--- src/rtl/fnd_scan_controller.sv ---
// 4-digit FND scan driver: iterative binary-to-BCD conversion feeding a
// continuously time-multiplexed digit display with optional leading-zero blanking.
module fnd_scan_controller #(
    parameter int unsigned SCAN_DIV = 100000,
    parameter int unsigned BIN_W    = 14
) (
    input  logic             i_clk,
    input  logic             i_reset,
    input  logic             i_load,
    input  logic [BIN_W-1:0] i_bin,
    input  logic             i_blank_lz,
    output logic             o_busy,
    output logic             o_ovf,
    output logic [1:0]       o_digitSelect,
    output logic [3:0]       o_value,
    output logic             o_en
);

    localparam int unsigned BCD_W    = 16;
    localparam int unsigned DIGITS   = 4;
    localparam int unsigned CNT_W    = $clog2(BIN_W + 1);
    localparam int unsigned PRE_W    = $clog2(SCAN_DIV);
    localparam int unsigned MAX_DISP = 9999;
    localparam logic [BCD_W-1:0] ALL_NINES = BCD_W'(16'h9999);

    typedef enum logic [1:0] {
        IDLE   = 2'd0,
        CONV   = 2'd1,
        COMMIT = 2'd2
    } state_t;

    state_t           state_q, state_d;
    logic [BIN_W-1:0] bin_q, bin_d;
    logic [BCD_W-1:0] bcd_q, bcd_d;
    logic [BCD_W-1:0] bcd_adj;
    logic [CNT_W-1:0] cnt_q, cnt_d;
    logic             ovf_pend_q, ovf_pend_d;
    logic [BCD_W-1:0] disp_q, disp_d;
    logic             ovf_q, ovf_d;
    logic             busy_q, busy_d;

    logic [PRE_W-1:0] pre_q;
    logic [1:0]       idx_q;

    logic [DIGITS-1:0] digit_zero;
    logic [DIGITS-1:0] tail_zero;

    // Double-dabble correction: every nibble >= 5 gets +3 before the shift.
    always_comb begin
        bcd_adj = bcd_q;
        for (int i = 0; i < int'(DIGITS); i++) begin
            if (bcd_q[4*i +: 4] >= 4'd5) begin
                bcd_adj[4*i +: 4] = bcd_q[4*i +: 4] + 4'd3;
            end
        end
    end

    // Conversion FSM: next state and datapath next values.
    always_comb begin
        state_d    = state_q;
        bin_d      = bin_q;
        bcd_d      = bcd_q;
        cnt_d      = cnt_q;
        ovf_pend_d = ovf_pend_q;
        disp_d     = disp_q;
        ovf_d      = ovf_q;

        case (state_q)
            IDLE: begin
                if (i_load) begin
                    bin_d      = i_bin;
                    bcd_d      = '0;
                    cnt_d      = '0;
                    ovf_pend_d = (32'(i_bin) > MAX_DISP);
                    state_d    = CONV;
                end
            end
            CONV: begin
                bcd_d = BCD_W'({bcd_adj, bin_q[BIN_W-1]});
                bin_d = BIN_W'({bin_q, 1'b0});
                cnt_d = cnt_q + CNT_W'(1);
                if (cnt_q == CNT_W'(BIN_W - 1)) begin
                    state_d = COMMIT;
                end
            end
            COMMIT: begin
                // Display registers only ever take a finished result.
                disp_d  = ovf_pend_q ? ALL_NINES : bcd_q;
                ovf_d   = ovf_pend_q;
                state_d = IDLE;
            end
            default: begin
                state_d = IDLE;
            end
        endcase

        busy_d = (state_d != IDLE);
    end

    // FSM state and conversion datapath registers.
    always_ff @(posedge i_clk) begin
        if (i_reset) begin
            state_q    <= IDLE;
            bin_q      <= '0;
            bcd_q      <= '0;
            cnt_q      <= '0;
            ovf_pend_q <= 1'b0;
            disp_q     <= '0;
            ovf_q      <= 1'b0;
            busy_q     <= 1'b0;
        end else begin
            state_q    <= state_d;
            bin_q      <= bin_d;
            bcd_q      <= bcd_d;
            cnt_q      <= cnt_d;
            ovf_pend_q <= ovf_pend_d;
            disp_q     <= disp_d;
            ovf_q      <= ovf_d;
            busy_q     <= busy_d;
        end
    end

    // Free-running scan prescaler and digit index, independent of the FSM.
    always_ff @(posedge i_clk) begin
        if (i_reset) begin
            pre_q <= '0;
            idx_q <= 2'd0;
        end else if (pre_q == PRE_W'(SCAN_DIV - 1)) begin
            pre_q <= '0;
            idx_q <= idx_q + 2'd1;
        end else begin
            pre_q <= pre_q + PRE_W'(1);
        end
    end

    always_comb begin
        for (int i = 0; i < int'(DIGITS); i++) begin
            digit_zero[i] = (disp_q[4*i +: 4] == 4'd0);
        end
    end

    // tail_zero[i]: digits i..3 are all zero.
    always_comb begin
        tail_zero[3] = digit_zero[3];
        tail_zero[2] = digit_zero[2] & digit_zero[3];
        tail_zero[1] = digit_zero[1] & digit_zero[2] & digit_zero[3];
        tail_zero[0] = &digit_zero;
    end

    always_comb begin
        o_value = 4'd0;
        case (idx_q)
            2'd0:    o_value = disp_q[3:0];
            2'd1:    o_value = disp_q[7:4];
            2'd2:    o_value = disp_q[11:8];
            2'd3:    o_value = disp_q[15:12];
            default: o_value = 4'd0;
        endcase
    end

    assign o_en          = ~(i_blank_lz && (idx_q != 2'd0) && tail_zero[idx_q]);
    assign o_busy        = busy_q;
    assign o_ovf         = ovf_q;
    assign o_digitSelect = idx_q;

endmodule

--- config.mk ---
export PLATFORM = sky130hd
export DESIGN_NAME = fnd_scan_controller
export DESIGN_NICKNAME = d
export VERILOG_FILES = /design/src/rtl/fnd_scan_controller.sv
export SDC_FILE = /design/constraint.sdc
export NUM_CORES = 1
export LEC_CHECK = 0
export BUFFER_PORTS_ARGS = -buffer_cell sky130_fd_sc_hd__clkbuf_2
export CORE_MARGIN = 2
export CORE_UTILIZATION = 64
export CTS_CLUSTER_DIAMETER = 200
export CTS_CLUSTER_SIZE = 16
export DETAILED_ROUTE_END_ITERATION = 10
export GPL_ROUTABILITY_DRIVEN = 0
export PLACE_DENSITY_LB_ADDON = 0.3
export SLEW_MARGIN = 20
export SYNTH_ARGS = -nofsm -noshare
export SYNTH_HDL_FRONTEND = slang
export SYNTH_SLANG_ARGS = --single-unit
--- constraint.sdc ---
create_clock -name i_clk -period 6.2 [get_ports i_clk]
set_clock_uncertainty 0.2 [all_clocks]
set_input_delay 0.93 -clock i_clk [delete_from_list [all_inputs] [get_ports i_clk]]
set_output_delay 0.93 -clock i_clk [all_outputs]
set_load 0.01 [all_outputs]
==> impl.org <==
** Run status
- Run status :: finished clean

** Final layout
- Post-layout instance count excluding filler cells :: 527
- Post-layout nets :: 484
- The number of antenna diodes in the final layout is 0.
- Most common cell after layout, fill and taps aside :: sky130_fd_sc_hd__dfxtp_1
- Commonest cells after routing, fill and taps aside :: sky130_fd_sc_hd__dfxtp_1, sky130_fd_sc_hd__nor2_1, sky130_fd_sc_hd__a21oi_1, sky130_fd_sc_hd__nor3_1, sky130_fd_sc_hd__clkbuf_2
- Fraction of final layout cells with drive strength greater than 1 :: 0.125
- Growth of design area from synthesis to finish :: 8.78%

** GRT
- For this run, the total global-route usage over all layers was measured as 0.261.
- Entering global routing, the biggest net connects 53 pins.
- Vias in the first global route :: between 2000 and 3000
- The total overflow left after global routing is 0.
- Initial antenna violation count :: 0
- The first global-routing pass estimated ~13000 um of wire.

** Critical path
- The worst setup path is launched from a flop.
- For the worst flop-to-flop path, the logic depth is 4.
- Worst Setup Path Type :: flop to primary output
- The signal on the critical path passes through inv_1 -> ha_1 -> a222oi_1 -> mux2i_1 -> clkbuf_2.
- Arrival @ worst endpoint :: 1.89 ns
- At the worst endpoint, the required time is 5.07 ns.
- RR Endpoint :: bcd_q[2]
- STA classifies the critical path endpoint as a primary output.
- In this run the register-to-register setup slack is 3.55 ns.
- Worst-path cell with the longest stage delay :: sky130_fd_sc_hd__a222oi_1
- Maximum fanout encountered on the critical timing path :: 5
- Crit path largest cell delay :: 0.48 ns
- The worst register-to-register path begins at state_q[0].

** Synthesis
- Post-synthesis sequential area ratio :: 0.409
- Ys flop type :: sky130_fd_sc_hd__dfxtp_1
- The netlist uses 41 different library cells.
- Post-synthesis average cell area :: 8.27 um2
- Warnings from Yosys :: 0
- Number of nets in the synthesized netlist :: 472
- Number of enable-type register cells in the synthesized netlist :: 0
- Portion of synthesized cell area occupied by the leading cell type :: 0.409
- Share of synthesized registers carrying an async set or reset :: 0
- Synth Register Bits :: 74
- Leading post-synthesis cells by cell area :: sky130_fd_sc_hd__dfxtp_1, sky130_fd_sc_hd__nor2_1, sky130_fd_sc_hd__ha_1
- Number of instances in the synthesized netlist :: about 440
- Dominant cell type by area after synthesis :: sky130_fd_sc_hd__dfxtp_1
- In this run the cell area of the synthesized design comes to roughly 3600 um2.

** Timing
- Derived from the worst setup path, the maximum achievable clock frequency is 331 MHz.
- The clock period could shrink to 3.02 ns.
- Transition time at the pin with the least slew margin :: 1.05 ns
- Measured against its own limit, the worst slew margin works out to 0.297.
- Number of failing hold endpoints at the final stage :: 0
- Dividing the final minimum period by the clock period gives 0.487.
- Setup violations remaining at the end of the flow were counted as 0.
- Setup repair after global routing left no endpoint under its margin.
- Number of pins exceeding their max-slew limit in the final report :: 0
- After routing, the total negative slack on setup checks comes to 0 ns.

** Floorplanning
- Die width :: 79.2 um
- In this run the standard cell core region covers 5470 um2.
- Number of placement rows :: 27
- For this configuration, the core starts out at a cell density of 0.662.
- Overall die area :: 6280 um2
- For this design the top-level I/O count stands at 27.
- The die is 79.2 um tall.

** Detailed routing
- Total via count after detailed routing :: 3062
- Number of DRC markers after the initial detailed-route iteration :: 192
- Vias per cell :: 5.81
- Dividing the detail-routed wire length by the instance count gives 14.4 um.
- After detailed routing, the number of remaining DRC violations is 0.
- The detail route stage leaves a number of antenna-violating nets equal to 0.
- Total iterations of the first detailed-routing run :: 4
- Total wire length :: 7600 um

** Worst hold path
- End point of the worst hold path :: o_ovf
- Min-delay worst type :: flop to flop
- Hold path depth :: 2
- The startpoint identified for the worst hold timing path is o_ovf.

** CTS
- The number of setup buffers added after CTS is 0.
- CTS tree :: yes
- Clock transition at the registers of the reported paths :: 0.08 ns
- Clock insertion delay at the later pin of the skew report :: 0.35 ns
- Deepest level of the CTS H-tree :: 3
- Counting every sink on the clock net gives 74.
- Gates resized, CTS repair :: 0
- The cell sitting at the root of the clock tree is a sky130_fd_sc_hd__clkbuf_8.
- Inserted Clock Buffers :: 9
- After clock tree synthesis, the flow added hold-fix buffers numbering 0.
- The longest clock path from root to sink contains 2 buffers.

** Power and ir drop
- For this design the ratio of total power to cell area is about 240 nW/um2.
- Maximum VDD drop :: 0.000171 V
- Static Leakage :: 0.00150 uW

** Placed design
- Summed over all nets, the half-perimeter wirelength after detailed placement is 5070 um.
- After detailed placement, the design holds a cell count of 511.
- Number of input and output port buffers inserted :: 26

** Run
- Max_cap viols :: 0
## state kept, by name (all words and copies together), names as in the netlist
name           cells
cnt_q              4
disp_q            16
bcd_q             16
bin_q             14
o_busy             1
pre_q             17
o_digitSelect      2
o_ovf              1
ovf_pend_q         1
state_q            2
## cell families after synthesis
kind of cell    Yosys count  share of synthesized area
compound gates           69                      0.117
xor+xnor                 22                     0.0532
fa+ha+maj                16                     0.0553
buf+inv                  45                     0.0532
flops                    74                      0.409
mux                      11                     0.0311
simple gates            201                      0.281
## area by class of cell
class	count	area, um2
Multi-Input combinational cell	319	1950
Fill cell	420	1530
Sequential cell	74	1480
Timing Repair Buffer	26	130
Clock buffer	9	124
Clock inverter	7	91.3
Tap cell	72	90.1
Inverter	20	75.1
## stage by stage
stage | area [um2] | hold slack (ns) | setup WS (ns) | power [uW] | utilization
finish | 3940 | 0.259 | 3.18 | 962 | 0.720
detailed placement | 3720 | 0.249 | 3.36 | 568 | 0.680
CTS | 3940 | 0.260 | 3.22 | 965 | 0.720
global placement | 3720 | 0.246 | 3.43 | 565 | 0.680
floorplan | 3620 | 0.237 | 3.82 | 553 | -
global route | 3940 | 0.291 | 3.07 | 1000 | 0.720
## worst max path at each step
stage                                start          to  slack (ns)
after floorplan                 i_blank_lz        o_en        3.82
after global placement              i_load   bcd_q[10]        3.43
after detailed placement            i_load    bcd_q[2]        3.36
after CTS                 o_digitSelect[0]  o_value[3]        3.22
after global routing      o_digitSelect[0]  o_value[3]        3.07
final                     o_digitSelect[0]  o_value[3]        3.18
## synthesized netlist by cell type, drive strengths merged, types with 2 or more instances
cell type   n
nor2       81
dfxtp      74
a21oi      38
nor3       33
clkbuf     21
inv        20
xnor2      18
ha         16
nand2      16
nor2b      14
nand3      11
mux2i       9
nor4        9
a22o        8
nand2b      8
o21ai       8
or3         8
nand4       6
nand3b      5
a211oi      4
a222oi      4
a22oi       4
buf         4
xor2        4
mux2        2
nor3b       2
or4         2
## worst max-delay path, delay by kind of cell, from the launching register on
kind	cells	cell delay, ns
AOI/OAI and AO/OA	1	0.48
DFF	1	0.38
buffers and inverters	2	0.28
adders and majority gates	1	0.27
muxes	1	0.14
## routing by layer
layer	global-route usage	routed length, um
met1	0.317	3290
met2	0.443	3820
met3	0.0773	339
met4	0.0862	158
met5	0	0
## power by group
group          internal (uW)  switching (uW)
Sequential               487            12.1
Clock                    226             179
Combinational           22.9            35.1
Total                    735             226
(Power assumes the default switching activity.)
